==> config.mk <==
export PLATFORM = sky130hd
export DESIGN_NAME = pyjamask_byte_shell_flat
export DESIGN_NICKNAME = d
export VERILOG_FILES = /design/src/rtl/pyjamask_byte_shell_if.sv /design/src/rtl/pyjamask_byte_shell.sv /design/src/flat_wrapper.sv
export SDC_FILE = /design/constraint.sdc
export NUM_CORES = 1
export LEC_CHECK = 0
export ABC_AREA = 1
export ABC_CLOCK_PERIOD_IN_PS = 1450
export BUFFER_PORTS_ARGS = -buffer_cell sky130_fd_sc_hd__buf_2
export CAP_MARGIN = 20
export CORE_ASPECT_RATIO = 0.8
export CORE_UTILIZATION = 48
export CTS_CLUSTER_DIAMETER = 100
export CTS_CLUSTER_SIZE = 16
export DETAILED_ROUTE_END_ITERATION = 10
export PLACE_DENSITY = 0.76
export SYNTH_ARGS = -nofsm -noshare
export SYNTH_HDL_FRONTEND = slang
export SYNTH_SLANG_ARGS = --single-unit
==> constraint.sdc <==
create_clock -name clk_i -period 1.45 [get_ports clk_i]
set_input_delay 0.145 -clock clk_i [delete_from_list [all_inputs] [get_ports clk_i]]
set_output_delay 0.145 -clock clk_i [all_outputs]
set_load 0.005 [all_outputs]
==> src/rtl/pyjamask_byte_shell_if.sv <==
// Byte-serial host port and parallel core port of the Pyjamask byte shell.
// The shell uses the slave view; the host/core side uses the master view.
interface pyjamask_byte_shell_if #(
  parameter int unsigned BLOCK_BYTES = 12
);
  logic                       load;
  logic [7:0]                 byte_in;
  logic [7:0]                 byte_key_in;
  logic                       key_keep;
  logic                       start;
  logic                       ready;
  logic                       err;
  logic                       core_start;
  logic [8*BLOCK_BYTES-1:0]   core_state_in;
  logic [127:0]               core_key;
  logic                       core_done;
  logic [8*BLOCK_BYTES-1:0]   core_state_out;
  logic                       valid;
  logic [7:0]                 byte_out;
  logic                       out_ready;

  modport slave (
    input  load, byte_in, byte_key_in, key_keep, start, core_done, core_state_out, out_ready,
    output ready, err, core_start, core_state_in, core_key, valid, byte_out
  );

  modport master (
    output load, byte_in, byte_key_in, key_keep, start, core_done, core_state_out, out_ready,
    input  ready, err, core_start, core_state_in, core_key, valid, byte_out
  );
endinterface

==> src/rtl/pyjamask_byte_shell.sv <==
// Byte-serial load/drain shell around a parallel Pyjamask round core, with key reuse,
// output back-pressure and an early-start error pulse.
module pyjamask_byte_shell #(
  parameter int unsigned BLOCK_BYTES = 12,
  parameter int unsigned KEY_BYTES   = 16
) (
  input logic                    clk_i,
  input logic                    rst_ni,
  pyjamask_byte_shell_if.slave   bus
);

  localparam int unsigned BW = 8 * BLOCK_BYTES;
  localparam int unsigned CW = $clog2(KEY_BYTES + 1);

  localparam logic [CW-1:0] BlockCnt = CW'(BLOCK_BYTES);
  localparam logic [CW-1:0] KeyCnt   = CW'(KEY_BYTES);
  localparam logic [CW-1:0] LastOut  = CW'(BLOCK_BYTES - 1);

  typedef enum logic [2:0] {StIdle, StLoad, StArmed, StRun, StDrain} state_e;

  state_e          state_q, state_d;
  logic            keep_q, keep_d;
  logic            key_valid_q, key_valid_d;
  logic [CW-1:0]   lcnt_q, lcnt_d;
  logic [CW-1:0]   ocnt_q, ocnt_d;
  logic [BW-1:0]   pt_q, pt_d;
  logic [127:0]    key_q, key_d;
  logic [BW-1:0]   out_q, out_d;
  logic            err_q, err_d;
  logic            core_start_q, core_start_d;

  logic            keep_eff;
  logic            do_load;
  logic [CW-1:0]   load_len;
  logic [CW-1:0]   lcnt_inc;

  always_comb begin
    state_d      = state_q;
    keep_d       = keep_q;
    key_valid_d  = key_valid_q;
    lcnt_d       = lcnt_q;
    ocnt_d       = ocnt_q;
    pt_d         = pt_q;
    key_d        = key_q;
    out_d        = out_q;
    err_d        = 1'b0;
    core_start_d = 1'b0;
    keep_eff     = keep_q;
    do_load      = 1'b0;
    load_len     = KeyCnt;
    lcnt_inc     = lcnt_q + CW'(1);

    unique case (state_q)
      StIdle: begin
        if (bus.start) begin
          err_d = 1'b1;
        end else if (bus.load) begin
          // Key reuse is only honoured once a complete key has been stored.
          keep_eff = bus.key_keep & key_valid_q;
          keep_d   = keep_eff;
          state_d  = StLoad;
          do_load  = 1'b1;
        end
      end
      StLoad: begin
        if (bus.start) begin
          err_d = 1'b1;
        end else if (bus.load) begin
          do_load = 1'b1;
        end
      end
      StArmed: begin
        if (bus.start) begin
          core_start_d = 1'b1;
          state_d      = StRun;
        end
      end
      StRun: begin
        if (bus.core_done) begin
          out_d   = bus.core_state_out;
          ocnt_d  = '0;
          state_d = StDrain;
        end
      end
      StDrain: begin
        if (bus.out_ready) begin
          out_d  = out_q << 8;
          ocnt_d = ocnt_q + CW'(1);
          if (ocnt_q == LastOut) begin
            state_d = StIdle;
            lcnt_d  = '0;
          end
        end
      end
      default: state_d = StIdle;
    endcase

    if (do_load) begin
      load_len = keep_eff ? BlockCnt : KeyCnt;
      // Plaintext stops shifting once the block is full; the key may run longer.
      if (lcnt_q < BlockCnt) begin
        pt_d = {pt_q[BW-9:0], bus.byte_in};
      end
      if (!keep_eff) begin
        key_d = {key_q[119:0], bus.byte_key_in};
      end
      lcnt_d = lcnt_inc;
      if (lcnt_inc == load_len) begin
        state_d = StArmed;
        if (!keep_eff) begin
          key_valid_d = 1'b1;
        end
      end
    end
  end

  always_ff @(posedge clk_i or negedge rst_ni) begin
    if (!rst_ni) begin
      state_q      <= StIdle;
      keep_q       <= 1'b0;
      key_valid_q  <= 1'b0;
      lcnt_q       <= '0;
      ocnt_q       <= '0;
      pt_q         <= '0;
      key_q        <= '0;
      out_q        <= '0;
      err_q        <= 1'b0;
      core_start_q <= 1'b0;
    end else begin
      state_q      <= state_d;
      keep_q       <= keep_d;
      key_valid_q  <= key_valid_d;
      lcnt_q       <= lcnt_d;
      ocnt_q       <= ocnt_d;
      pt_q         <= pt_d;
      key_q        <= key_d;
      out_q        <= out_d;
      err_q        <= err_d;
      core_start_q <= core_start_d;
    end
  end

  always_comb begin
    bus.ready         = (state_q == StIdle);
    bus.valid         = (state_q == StDrain);
    bus.byte_out      = out_q[BW-1 -: 8];
    bus.err           = err_q;
    bus.core_start    = core_start_q;
    bus.core_state_in = pt_q;
    bus.core_key      = key_q;
  end

endmodule

==> src/flat_wrapper.sv <==
// flat-port wrapper written by rule: the top's interface ports become plain ports
module pyjamask_byte_shell_flat 
#(
  parameter int unsigned BLOCK_BYTES = 12,
  parameter int unsigned KEY_BYTES   = 16
)
  (clk_i, rst_ni, bus_load, bus_byte_in, bus_byte_key_in, bus_key_keep, bus_start, bus_core_done, bus_core_state_out, bus_out_ready, bus_ready, bus_err, bus_core_start, bus_core_state_in, bus_core_key, bus_valid, bus_byte_out);
  pyjamask_byte_shell_if #(.BLOCK_BYTES(BLOCK_BYTES)) bus_i ();
  input logic clk_i;
  input logic rst_ni;
  input wire logic [$bits(bus_i.load)-1:0] bus_load;
  input wire logic [$bits(bus_i.byte_in)-1:0] bus_byte_in;
  input wire logic [$bits(bus_i.byte_key_in)-1:0] bus_byte_key_in;
  input wire logic [$bits(bus_i.key_keep)-1:0] bus_key_keep;
  input wire logic [$bits(bus_i.start)-1:0] bus_start;
  input wire logic [$bits(bus_i.core_done)-1:0] bus_core_done;
  input wire logic [$bits(bus_i.core_state_out)-1:0] bus_core_state_out;
  input wire logic [$bits(bus_i.out_ready)-1:0] bus_out_ready;
  output wire logic [$bits(bus_i.ready)-1:0] bus_ready;
  output wire logic [$bits(bus_i.err)-1:0] bus_err;
  output wire logic [$bits(bus_i.core_start)-1:0] bus_core_start;
  output wire logic [$bits(bus_i.core_state_in)-1:0] bus_core_state_in;
  output wire logic [$bits(bus_i.core_key)-1:0] bus_core_key;
  output wire logic [$bits(bus_i.valid)-1:0] bus_valid;
  output wire logic [$bits(bus_i.byte_out)-1:0] bus_byte_out;
  assign bus_i.load = bus_load;
  assign bus_i.byte_in = bus_byte_in;
  assign bus_i.byte_key_in = bus_byte_key_in;
  assign bus_i.key_keep = bus_key_keep;
  assign bus_i.start = bus_start;
  assign bus_i.core_done = bus_core_done;
  assign bus_i.core_state_out = bus_core_state_out;
  assign bus_i.out_ready = bus_out_ready;
  assign bus_ready = bus_i.ready;
  assign bus_err = bus_i.err;
  assign bus_core_start = bus_i.core_start;
  assign bus_core_state_in = bus_i.core_state_in;
  assign bus_core_key = bus_i.core_key;
  assign bus_valid = bus_i.valid;
  assign bus_byte_out = bus_i.byte_out;
  pyjamask_byte_shell #(.BLOCK_BYTES(BLOCK_BYTES), .KEY_BYTES(KEY_BYTES)) u_core (.clk_i(clk_i), .rst_ni(rst_ni), .bus(bus_i));
endmodule
==> flow_metrics.env <==
export IMPL_leakage_nw=10.5
export IMPL_drive_gt1_share_pct=29.9
export IMPL_io_buffer_count=354
export IMPL_num_rows=54
export IMPL_drv_cap=0
export IMPL_coreArea_sq_um=27600
export IMPL_grt_pass1_wl_microns=63500
export IMPL_ant_nets=0
export IMPL_path_common_cell="nand2_1"
export IMPL_setup_viol=333
export IMPL_clock_sinks=337
export IMPL_fin_ws_ns=-0.319
export IMPL_dpl_cell_area_sq_um=16200
export IMPL_grt_pass1_vias=12200
export IMPL_violations="negative hold slack, negative setup slack"
export IMPL_antenna_found_initial=2
export IMPL_grt_overflow=0
export IMPL_io_pins=355
export IMPL_vias_per_cell=5.42
export IMPL_final_cell_mix="574 x nand2_1, 351 x buf_2, 337 x dfrtp_1, 115 x dlygate4sd3_1, 98 x nor2_1"
export IMPL_crit_path_top_delay_cell="dfrtp_1"
export IMPL_route_detailed_drc=0
export IMPL_finalInstanceArea_sq_um=19800
export IMPL_cts_root_buf="clkbuf_16"
export IMPL_drt_initial_drc_count=1165
export IMPL_peakVddDrop_uv=1180
export IMPL_ys_seq_area_share_pct=62.0
export IMPL_critical_path_cell_chain="inv_2 -> buf_4 -> nand3_1 -> nand2_1 -> nand2_2 -> nor2_4 -> buf_6 -> buf_12 -> clkbuf_16 -> nand2_1 -> nand2_1"
export IMPL_clockBufferDepth=3
export IMPL_htree_levels=1
export IMPL_grt_max_degree=96
export IMPL_use_met2_pct=43.2
export IMPL_seqCellArea_sq_um=8430
export IMPL_track_usage_pct=27.3
export IMPL_path_clk_slew_ns=0.08
export IMPL_die_h_microns=153
export IMPL_grt_busiest_layer="met2"
export IMPL_place_gp_congestion=0.846
export IMPL_cts_buffers=25
export IMPL_use_met3_pct=6.29
export IMPL_status="finished with violations"
export IMPL_worstPathArrival_ns=2.24
export IMPL_max_stage_delay_ns=0.40
export IMPL_power_density_nw_per_um2=1830
export IMPL_initial_utilization_pct=49.3
export IMPL_critPathMaxFanout=8
export IMPL_wl_per_cell_microns=18.8
export IMPL_synth_seq_cells=337
export IMPL_crit_family="buffers and inverters"
export IMPL_vias=13200
export IMPL_slew_violations=0
export IMPL_die_w_microns=190
export IMPL_synthesis_area_sq_um=13600
export IMPL_max_freq_mhz=565
export IMPL_setup_tns_ns=-70.96
export IMPL_yosys_warnings=0
export IMPL_multiInputGateArea_sq_um=4770
export IMPL_fin_skew_ns=0.0175
export IMPL_nNetsFinal=2192
export IMPL_synth_cells=1538
export IMPL_critPathBufInv=5
export IMPL_worstPathRequired_ns=1.92
export IMPL_rsz0062_at_grt="true"
export IMPL_cts_tree="built"
export IMPL_hold_path_class="in2reg"
export IMPL_period_share_pct=122
export IMPL_tightest_slew_ns=0.401
export IMPL_firstDrtPassIters=5
export IMPL_syn_to_final_growth_pct=45.5
export IMPL_timing_hold_ws_ns=-0.00187
export IMPL_fin_crit_ns=1.77
export IMPL_nFillCells=1912
export IMPL_synthesis_nets=1660
export IMPL_final_common_cell="nand2_1"
export IMPL_dieArea_sq_um=29000
export IMPL_hold_violations=1
export IMPL_ys_types=26
export IMPL_clock_latency_ns=0.53
export IMPL_gr_usage_met1_pct=35.2
export IMPL_drt_total_wl_microns=45900
export IMPL_utilization_pct=71.8
export IMPL_synth_avg_cell_area_sq_um=8.84
export IMPL_place_hpwl_microns=24700
export IMPL_worstSetupPathType="reg2reg"
export IMPL_cp_end_kind="register"
export IMPL_max_slew_margin_pct=73.1
export IMPL_cp_start_kind="register"
-- cell usage after synthesis (all sizes together) --
cell,instances,share of area [%]
nand3,21,0.77
nor3,1,0.12
o21ai,97,3.6
o21bai,1,0.055
o22ai,3,0.14
a21oi,50,1.8
o31ai,1,0.055
nor3b,1,0.055
o211ai,20,1.1
dfrtp,337,62
nand4,2,0.092
nor4,2,0.092
inv,94,2.6
nor2,123,3.4
ha,3,0.28
clkbuf,35,0.97
buf,63,2.8
nand2,622,17
a31oi,61,2.8
xor2,1,0.064
-- final timing paths --
path | end | slack, ns | cells after the start | start
min in group asynchronous | u_core.out_q[5] | 0.06 | 2 | rst_ni
min reg2reg | u_core.bus.core_key[123] | 0.47 | 2 | u_core.bus.core_key[123]
min | u_core.out_q[22] | -0.002 | 3 | bus_core_state_out[22]
max in group asynchronous | u_core.bus.core_state_in[89] | 0.68 | 3 | rst_ni
max reg2reg | u_core.bus.core_key[30] | -0.32 | 11 | u_core.state_q[2]
max | u_core.bus.core_key[30] | -0.32 | 11 | u_core.state_q[2]
-- timing repair --
action / CTS / global route
hold endpoints to repair: 423 / 0
hold buffers: 115 / 0
gates resized for setup: 47 / 161
setup endpoints to repair: 333 / 335
setup buffers: 10 / 16
cloned: 10 / 33
pin swaps: 9 / 10
-- tightest hold or removal path, stage by stage --
cell     delay [ns]
buf_2          0.08
o21ai_0        0.08
o21ai_0        0.18
-- sequential cells by signal, summed over array words and instances (netlist names) --
signal	count
u_core.bus.core_key	128
u_core.bus.core_state_in	96
u_core.out_q	96
u_core.lcnt_q	5
u_core.ocnt_q	5
u_core.state_q	3
u_core.bus.core_start	1
u_core.bus.err	1
u_core.keep_q	1
u_core.key_valid_q	1
-- cells by family after synthesis --
group / synth area share, %
AO/OA/AOI/OAI: 9.57
XOR/XNOR: 0.0644
adder cells (fa/ha/maj): 0.276
buffers and inverters: 6.32
flip-flops: 62.0
AND/OR/NAND/NOR: 21.8
-- per-stage QoR --
step	cells	hold slack [ns]	power (mW)	worst slack, ns
finish	2436	-0.00187	36.1	-0.319
global route	2436	0.0107	38.1	-0.404
CTS	2387	0.00318	33.7	-0.259
detailed placement	2224	0.0309	26.6	-0.314
global placement	2224	0.0287	26.0	-0.255
floorplan	1538	-0.151	21.2	-0.0524
-- layout make-up --
cell class                 instances  area share [%]
sequential                       337            42.6
timing repair buffer             602            25.8
multi-input combinational       1010            24.1
clock buffer                      26            3.18
tap                              364            2.30
inverter                          94            1.83
clock inverter                     2           0.126
antenna                            1          0.0126
-- metal layers --
metal  vias up  wire (microns)
met5         -              10
met4         2            2590
met3       194            3630
met2       718           21300
met1      6371           18300
li1       5914               -
-- where the power goes --
group          total, mW  switching [mW]  internal [mW]
Combinational       13.2            7.07           6.10
Clock               6.33            3.23           3.10
Sequential          16.6            3.11           13.5
No activity file was read; power rests on OpenSTA's default activity.
